## src/rtl/pn_code_gen_pkg.sv

```systemverilog
// Shared definitions for the dual-channel PN chip generator.
package pn_code_gen_pkg;

  // Channel-1 source selection; the unused encoding falls back to MODE_INV.
  typedef enum logic [1:0] {
    MODE_INV   = 2'b00,
    MODE_INDEP = 2'b01,
    MODE_GOLD  = 2'b10,
    MODE_RSVD  = 2'b11
  } mode_e;

  // Maximal-length period 2^n-1; the chip counter wraps one below this.
  function automatic logic [31:0] seq_period(input int unsigned n);
    logic [32:0] p;
    p = (33'd1 << n) - 33'd1;
    return p[31:0];
  endfunction

endpackage

```

## src/rtl/pn_code_gen_if.sv

```systemverilog
// Control and chip-output bundle between the generator and its user.
interface pn_code_gen_if #(
  parameter int LFSR_LEN = 5,
  parameter int OUT_W    = 64
);
  logic                en;
  logic                load;
  logic [1:0]          slt;
  logic                chip0;
  logic                chip1;
  logic [OUT_W-1:0]    output0;
  logic [OUT_W-1:0]    output1;
  logic                wrap;
  logic [LFSR_LEN-1:0] chipcnt;

  modport master (
    output en, load, slt,
    input  chip0, chip1, output0, output1, wrap, chipcnt
  );

  modport slave (
    input  en, load, slt,
    output chip0, chip1, output0, output1, wrap, chipcnt
  );
endinterface

```

## src/rtl/pn_code_gen_lfsr_core.sv

```systemverilog
// Fibonacci LFSR: shifts left, feedback into bit 0, chip taken from the MSB.
module lfsr_core #(
  parameter int           N    = 5,
  parameter logic [N-1:0] TAPS = 5'b10010,
  parameter logic [N-1:0] SEED = 5'b00001
) (
  input  logic         clk,
  input  logic         rst_n,
  input  logic         en,
  input  logic         load,
  output logic         chip,
  output logic [N-1:0] state
);

  logic fb;

  assign fb   = ^(state & TAPS);
  assign chip = state[N-1];

  // State update: lock-up recovery first, then reload, then a normal step.
  always_ff @(posedge clk or negedge rst_n) begin
    // NOTE: registers are assigned with <= so every flop samples pre-edge values.
    if (!rst_n)          state <= SEED;
    else if (~|state)    state <= SEED;
    else if (load)       state <= SEED;
    else if (en)         state <= {state[N-2:0], fb};
  end

endmodule

```

## src/rtl/pn_code_gen.sv

```systemverilog
// Dual-channel PN chip generator: two LFSRs, mode mux, chip history,
// period counter and wrap marker.
module pn_code_gen
  import pn_code_gen_pkg::*;
#(
  parameter int                  LFSR_LEN = 5,
  parameter logic [LFSR_LEN-1:0] TAPS_A   = 5'b10010,
  parameter logic [LFSR_LEN-1:0] TAPS_B   = 5'b11110,
  parameter logic [LFSR_LEN-1:0] SEED_A   = 5'b00001,
  parameter logic [LFSR_LEN-1:0] SEED_B   = 5'b11111,
  parameter int                  OUT_W    = 64
) (
  input  logic          clk,
  input  logic          rst_n,
  pn_code_gen_if.slave  bus
);

  localparam logic [LFSR_LEN-1:0] LAST_CNT =
    LFSR_LEN'(seq_period(LFSR_LEN) - 32'd1);

  logic                chip_a, chip_b;
  logic [LFSR_LEN-1:0] state_a, state_b;
  logic                ch0, ch1;

  logic                chip0_q, chip1_q, wrap_q;
  logic [OUT_W-1:0]    out0_q, out1_q;
  logic [LFSR_LEN-1:0] chipcnt_q;

  lfsr_core #(.N(LFSR_LEN), .TAPS(TAPS_A), .SEED(SEED_A)) u_lfsr_a (
    .clk   (clk),
    .rst_n (rst_n),
    .en    (bus.en),
    .load  (bus.load),
    .chip  (chip_a),
    .state (state_a)
  );

  lfsr_core #(.N(LFSR_LEN), .TAPS(TAPS_B), .SEED(SEED_B)) u_lfsr_b (
    .clk   (clk),
    .rst_n (rst_n),
    .en    (bus.en),
    .load  (bus.load),
    .chip  (chip_b),
    .state (state_b)
  );

  // Mode mux: channel 0 is always A; channel 1 depends on the selected mode.
  always_comb begin
    // NOTE: every output gets a default first so no path can infer a latch.
    ch0 = chip_a;
    ch1 = ~chip_a;
    case (mode_e'(bus.slt))
      MODE_INDEP: ch1 = chip_b;
      MODE_GOLD:  ch1 = chip_a ^ chip_b;
      default:    ch1 = ~chip_a;
    endcase
  end

  // Chip registers, history shifters, period counter and wrap pulse.
  always_ff @(posedge clk or negedge rst_n) begin
    if (!rst_n) begin
      // NOTE: the history words are ordinary flops and clear on reset; a RAM would not.
      chip0_q   <= 1'b0;
      chip1_q   <= 1'b0;
      out0_q    <= '0;
      out1_q    <= '0;
      chipcnt_q <= '0;
      wrap_q    <= 1'b0;
    end else if (bus.load) begin
      chipcnt_q <= '0;
      wrap_q    <= 1'b0;
    end else if (bus.en) begin
      chip0_q <= ch0;
      chip1_q <= ch1;
      out0_q  <= {out0_q[OUT_W-2:0], ch0};
      out1_q  <= {out1_q[OUT_W-2:0], ch1};
      if (chipcnt_q == LAST_CNT) begin
        chipcnt_q <= '0;
        wrap_q    <= 1'b1;
      end else begin
        chipcnt_q <= chipcnt_q + LFSR_LEN'(1);
        wrap_q    <= 1'b0;
      end
    end else begin
      wrap_q <= 1'b0;
    end
  end

  // Invariants: LFSRs never sit at zero, and A is at its seed when Wrap fires.
  always_ff @(posedge clk) begin
    if (rst_n) begin
      assert (|state_a && |state_b);
      if (wrap_q) assert (state_a == SEED_A);
    end
  end

  assign bus.chip0   = chip0_q;
  assign bus.chip1   = chip1_q;
  assign bus.output0 = out0_q;
  assign bus.output1 = out1_q;
  assign bus.wrap    = wrap_q;
  assign bus.chipcnt = chipcnt_q;

endmodule
```

## src/flat_wrapper.sv

```systemverilog
// flat-port wrapper written by rule: the top's interface ports become plain ports
module pn_code_gen_flat import pn_code_gen_pkg::*;
#(
  parameter int                  LFSR_LEN = 5,
  parameter logic [LFSR_LEN-1:0] TAPS_A   = 5'b10010,
  parameter logic [LFSR_LEN-1:0] TAPS_B   = 5'b11110,
  parameter logic [LFSR_LEN-1:0] SEED_A   = 5'b00001,
  parameter logic [LFSR_LEN-1:0] SEED_B   = 5'b11111,
  parameter int                  OUT_W    = 64
)
  (clk, rst_n, bus_en, bus_load, bus_slt, bus_chip0, bus_chip1, bus_output0, bus_output1, bus_wrap, bus_chipcnt);
  pn_code_gen_if #(.LFSR_LEN(LFSR_LEN), .OUT_W(OUT_W)) bus_i ();
  input  logic clk;
  input  logic rst_n;
  input wire logic [$bits(bus_i.en)-1:0] bus_en;
  input wire logic [$bits(bus_i.load)-1:0] bus_load;
  input wire logic [$bits(bus_i.slt)-1:0] bus_slt;
  output wire logic [$bits(bus_i.chip0)-1:0] bus_chip0;
  output wire logic [$bits(bus_i.chip1)-1:0] bus_chip1;
  output wire logic [$bits(bus_i.output0)-1:0] bus_output0;
  output wire logic [$bits(bus_i.output1)-1:0] bus_output1;
  output wire logic [$bits(bus_i.wrap)-1:0] bus_wrap;
  output wire logic [$bits(bus_i.chipcnt)-1:0] bus_chipcnt;
  assign bus_i.en = bus_en;
  assign bus_i.load = bus_load;
  assign bus_i.slt = bus_slt;
  assign bus_chip0 = bus_i.chip0;
  assign bus_chip1 = bus_i.chip1;
  assign bus_output0 = bus_i.output0;
  assign bus_output1 = bus_i.output1;
  assign bus_wrap = bus_i.wrap;
  assign bus_chipcnt = bus_i.chipcnt;
  pn_code_gen #(.LFSR_LEN(LFSR_LEN), .TAPS_A(TAPS_A), .TAPS_B(TAPS_B), .SEED_A(SEED_A), .SEED_B(SEED_B), .OUT_W(OUT_W)) u_core (.clk(clk), .rst_n(rst_n), .bus(bus_i));
endmodule
```

## config.mk

```make
export PLATFORM = sky130hd
export DESIGN_NAME = pn_code_gen_flat
export DESIGN_NICKNAME = d
export VERILOG_FILES = /design/src/rtl/pn_code_gen_pkg.sv /design/src/rtl/pn_code_gen_if.sv /design/src/rtl/pn_code_gen_lfsr_core.sv /design/src/rtl/pn_code_gen.sv /design/src/flat_wrapper.sv
export SDC_FILE = /design/constraint.sdc
export NUM_CORES = 1
export LEC_CHECK = 0
export BUFFER_PORTS_ARGS = -buffer_cell sky130_fd_sc_hd__buf_2
export CORE_AREA = 2 2 138 127
export CTS_CLUSTER_SIZE = 16
export DETAILED_ROUTE_END_ITERATION = 8
export DIE_AREA = 0 0 140 129
export PLACE_DENSITY = 0.65
export RECOVER_POWER = 100
export SLEW_MARGIN = 20
export SYNTH_ARGS = -nofsm -noshare
export SYNTH_HDL_FRONTEND = slang
export SYNTH_SLANG_ARGS = --single-unit
```

## constraint.sdc

```tcl
create_clock -name clk -period 1.4 [get_ports clk]
set_input_delay 0.14 -clock clk [delete_from_list [all_inputs] [get_ports clk]]
set_output_delay 0.14 -clock clk [all_outputs]
set_load 0.01 [all_outputs]
```

==> run metrics <==
CTS tree yes; Pleak 3.792 nW; top-area cell type share of the netlist area 60.46%; Filler cells 1655; CTS H-tree depth 4; global-route wire length before repair 21520 um; Initial Utilization 34.39%; WHS Endpoint u_core.bus.chipcnt[0]; maximum clock rate 755.2 MHz; Iteration-0 DRC Markers 232; worst hold start bus_en; clk slew on worst S/H paths 0.06 ns; status finished, violations left; Core Box Area 0.01661 sq mm; IO Port Bufs 141; Vias 4479; Seq cells post-synth 144; CTS root buffer clkbuf_16; largest net degree at the start of global routing 52; final hold viol count 0; die height 129 um; RSZ-0062 raised after global routing true; Syn Std Cell Area 0.005712 sq mm; initial antenna violation count 0; reg2reg start u_core.u_lfsr_b.state[3]; CTS sink count 144; failing checks design-rule violations; Final HPWL DP 8641 um; final RePlAce weighted congestion 0.7660; DRC Markers 11; Worst-Margin Slew 0.6245 ns; post-synth top area cell dfrtp_1; vias in the first global route 4281; unique cell type count in the Yosys netlist 29; Rel. slew slack 58.37%; CP max FO 2; r2r endpoint u_core.u_lfsr_b.state[0]; Area growth syn-to-layout 24.01%; fraction of layout cells with a size suffix above 1 8.470%; CP endpoint kind flop; antenna viol nets, final 0; per-cell routed wire length 13.00 um; Syn Nets 640; Setup Viol. Count Final 0; Crit Path Class flop to flop; Placed Cells 966; Power Density 1330 mW/mm^2; FF-to-FF setup slack 0.08 ns; total global routing overflow 0; Worst EP required 1.74 ns; Layout Skew 0.008029 ns; Hold Crit Class input pin to flop; DR vias/cell 4.470; CP Launch Type flop; Peak VDD IR 0.8035 mV; chip width 140 um; Die Area 0.01806 sq mm; top cells by area, synth dfrtp_1 60%, nand2_1 26%, dfstp_2 2.8%; sequential fraction of the synthesis area 63.22%; Post-Route WL 13030 um; CTS Buf Count 17; Max-Cap Viols 0; minimum clock period 1.324 ns; maximum root-to-sink buffer count 2; worst-skew pair later-pin latency 0.42 ns; I/O pin total 142; # rows 45; 1st-pass router iterations 6; WHS Path Cells 4; Avg Inst Size Synth 9.081 sq um; yosys warns 0; Hold WS 0.1271 ns; final non-filler cell total 1002; worst-case reg-to-reg path depth 5; period utilisation layout 94.59%; final-stage net count 789; Gate Count Post-Synth 629; GRT Total Usage 15.04%; Final Max Tran Viols 0; Worst Path Arrival 1.66 ns; number of inserted diodes 0
worst max-delay path, cell delays in order (launching register included):
cell      delay [ns]
dfstp_2         0.54
inv_2           0.05
ha_4            0.24
xor2_2          0.14
xnor2_1         0.12
o211ai_1        0.17
registers in the layout (all words and copies together), names as in the netlist:
signal,cells
u_core.bus.chipcnt,5
u_core.bus.output0,64
u_core.bus.output1,64
u_core.bus.wrap,1
u_core.u_lfsr_a.state,5
u_core.u_lfsr_b.state,5
report_power, final:
part	leakage, nW	switching (W)	internal (W)
Combinational	1.54	0.000425	0.000192
Sequential	1.98	0.000120	0.00430
Clock	0.279	0.00179	0.00259
timing repair:
| action | in CTS | in global routing |
|---|---|---|
| setup buffers | 2 | 1 |
| hold endpoints to repair | 36 | 0 |
| setup endpoints to repair | 3 | 3 |
| pin swaps | 1 | 3 |
| resized for setup | 0 | 4 |
| hold buffers | 1 | 0 |
area by class of cell:
class	instances	area (sq um)	share of cell area (%)
Timing Repair Buffer	164	740.7	10.46
Inverter	9	33.78	0.4769
Clock buffer	20	466.7	6.589
Multi-Input combinational cell	442	1859	26.25
Tap cell	211	264.0	3.727
Clock inverter	12	107.6	1.519
Sequential cell	144	3611	50.98
kinds of logic after synthesis:
kind of cell / after synthesis / synth area share (%)
flip-flops: 144 / 63.22
AND/OR/NAND/NOR: 411 / 27.49
adder cells (fa/ha/maj): 5 / 1.095
XOR/XNOR: 3 / 0.4601
AO/OA/AOI/OAI: 17 / 1.972
buffers and inverters: 43 / 4.710
multiplexers: 6 / 1.052
cells in the mapped netlist (all sizes together):
master,count
nand4,2
buf,34
xor2,1
o2111ai,1
nand2b,3
a211o,1
nor3,1
dfstp,6
ha,5
nor2b,2
inv,9
a21oi,3
mux2i,6
o21ai,4
nor4b,1
a311oi,1
nand2,391
dfrtp,138
o22ai,1
nor2,9
a31oi,1
a22oi,1
xnor2,2
o211ai,3
or2,1
o22a,1
nand3,1
worst max-delay path by stage:
stage | to | startpoint | slack, ns | cells after the start
2_1_floorplan | u_core.u_lfsr_b.state[0] | u_core.u_lfsr_b.state[2] | 0.08 | 5
3_3_place_gp | u_core.u_lfsr_b.state[0] | u_core.u_lfsr_b.state[2] | 0.05 | 5
3_5_place_dp | u_core.u_lfsr_b.state[3] | u_core.u_lfsr_b.state[2] | -0.00006 | 5
4_1_cts | u_core.u_lfsr_b.state[0] | u_core.u_lfsr_b.state[2] | 0.01 | 5
5_1_grt | u_core.u_lfsr_b.state[0] | u_core.u_lfsr_b.state[2] | -0.01 | 5
6_report | u_core.u_lfsr_b.state[0] | u_core.u_lfsr_b.state[3] | 0.08 | 5
placed cells by master, fill, tap and decap left out, drive strengths merged, types with 2 or more instances in the layout:
| cell | n |
|---|---|
| nand2b | 3 |
| buf | 16 |
| o211ai | 3 |
| mux2i | 6 |
| o21ai | 4 |
| clkinvlp | 3 |
| dfrtp | 138 |
| nor2b | 2 |
| clkbuf | 167 |
| ha | 5 |
| xnor2 | 2 |
| a21oi | 3 |
| dfstp | 6 |
| inv | 11 |
| nand2 | 391 |
| nand4 | 2 |
| clkinv | 6 |
| nor2 | 9 |
metal layers:
metal | wire [um] | part of all wire (%) | vias up | GRT usage [%]
li1 | - | - | 2220 | -
met1 | 6238 | 48 | 2133 | 20.41
met2 | 5762 | 44 | 109 | 22.28
met3 | 834 | 6.4 | 17 | 5.434
met4 | 193 | 1.5 | 0 | 5.585
met5 | 0 | 0 | - | 0
per-stage QoR:
stage          setup slack (ns)  utilization [%]  total power (W)  area [sq um]     TNS (ns)
2_1_floorplan           0.07570                -         0.004832          5712            0
3_3_place_gp            0.04502            40.55         0.005177          6735            0
3_5_place_dp        -0.00005818            40.55         0.005189          6735  -0.00005818
4_1_cts                 0.01028            44.16         0.009626          7335            0
5_1_grt                -0.01146            42.64         0.009832          7083     -0.01146
6_report                0.07578            42.64         0.009421          7083            0
Note: power is estimated with default switching activity, not from simulation.
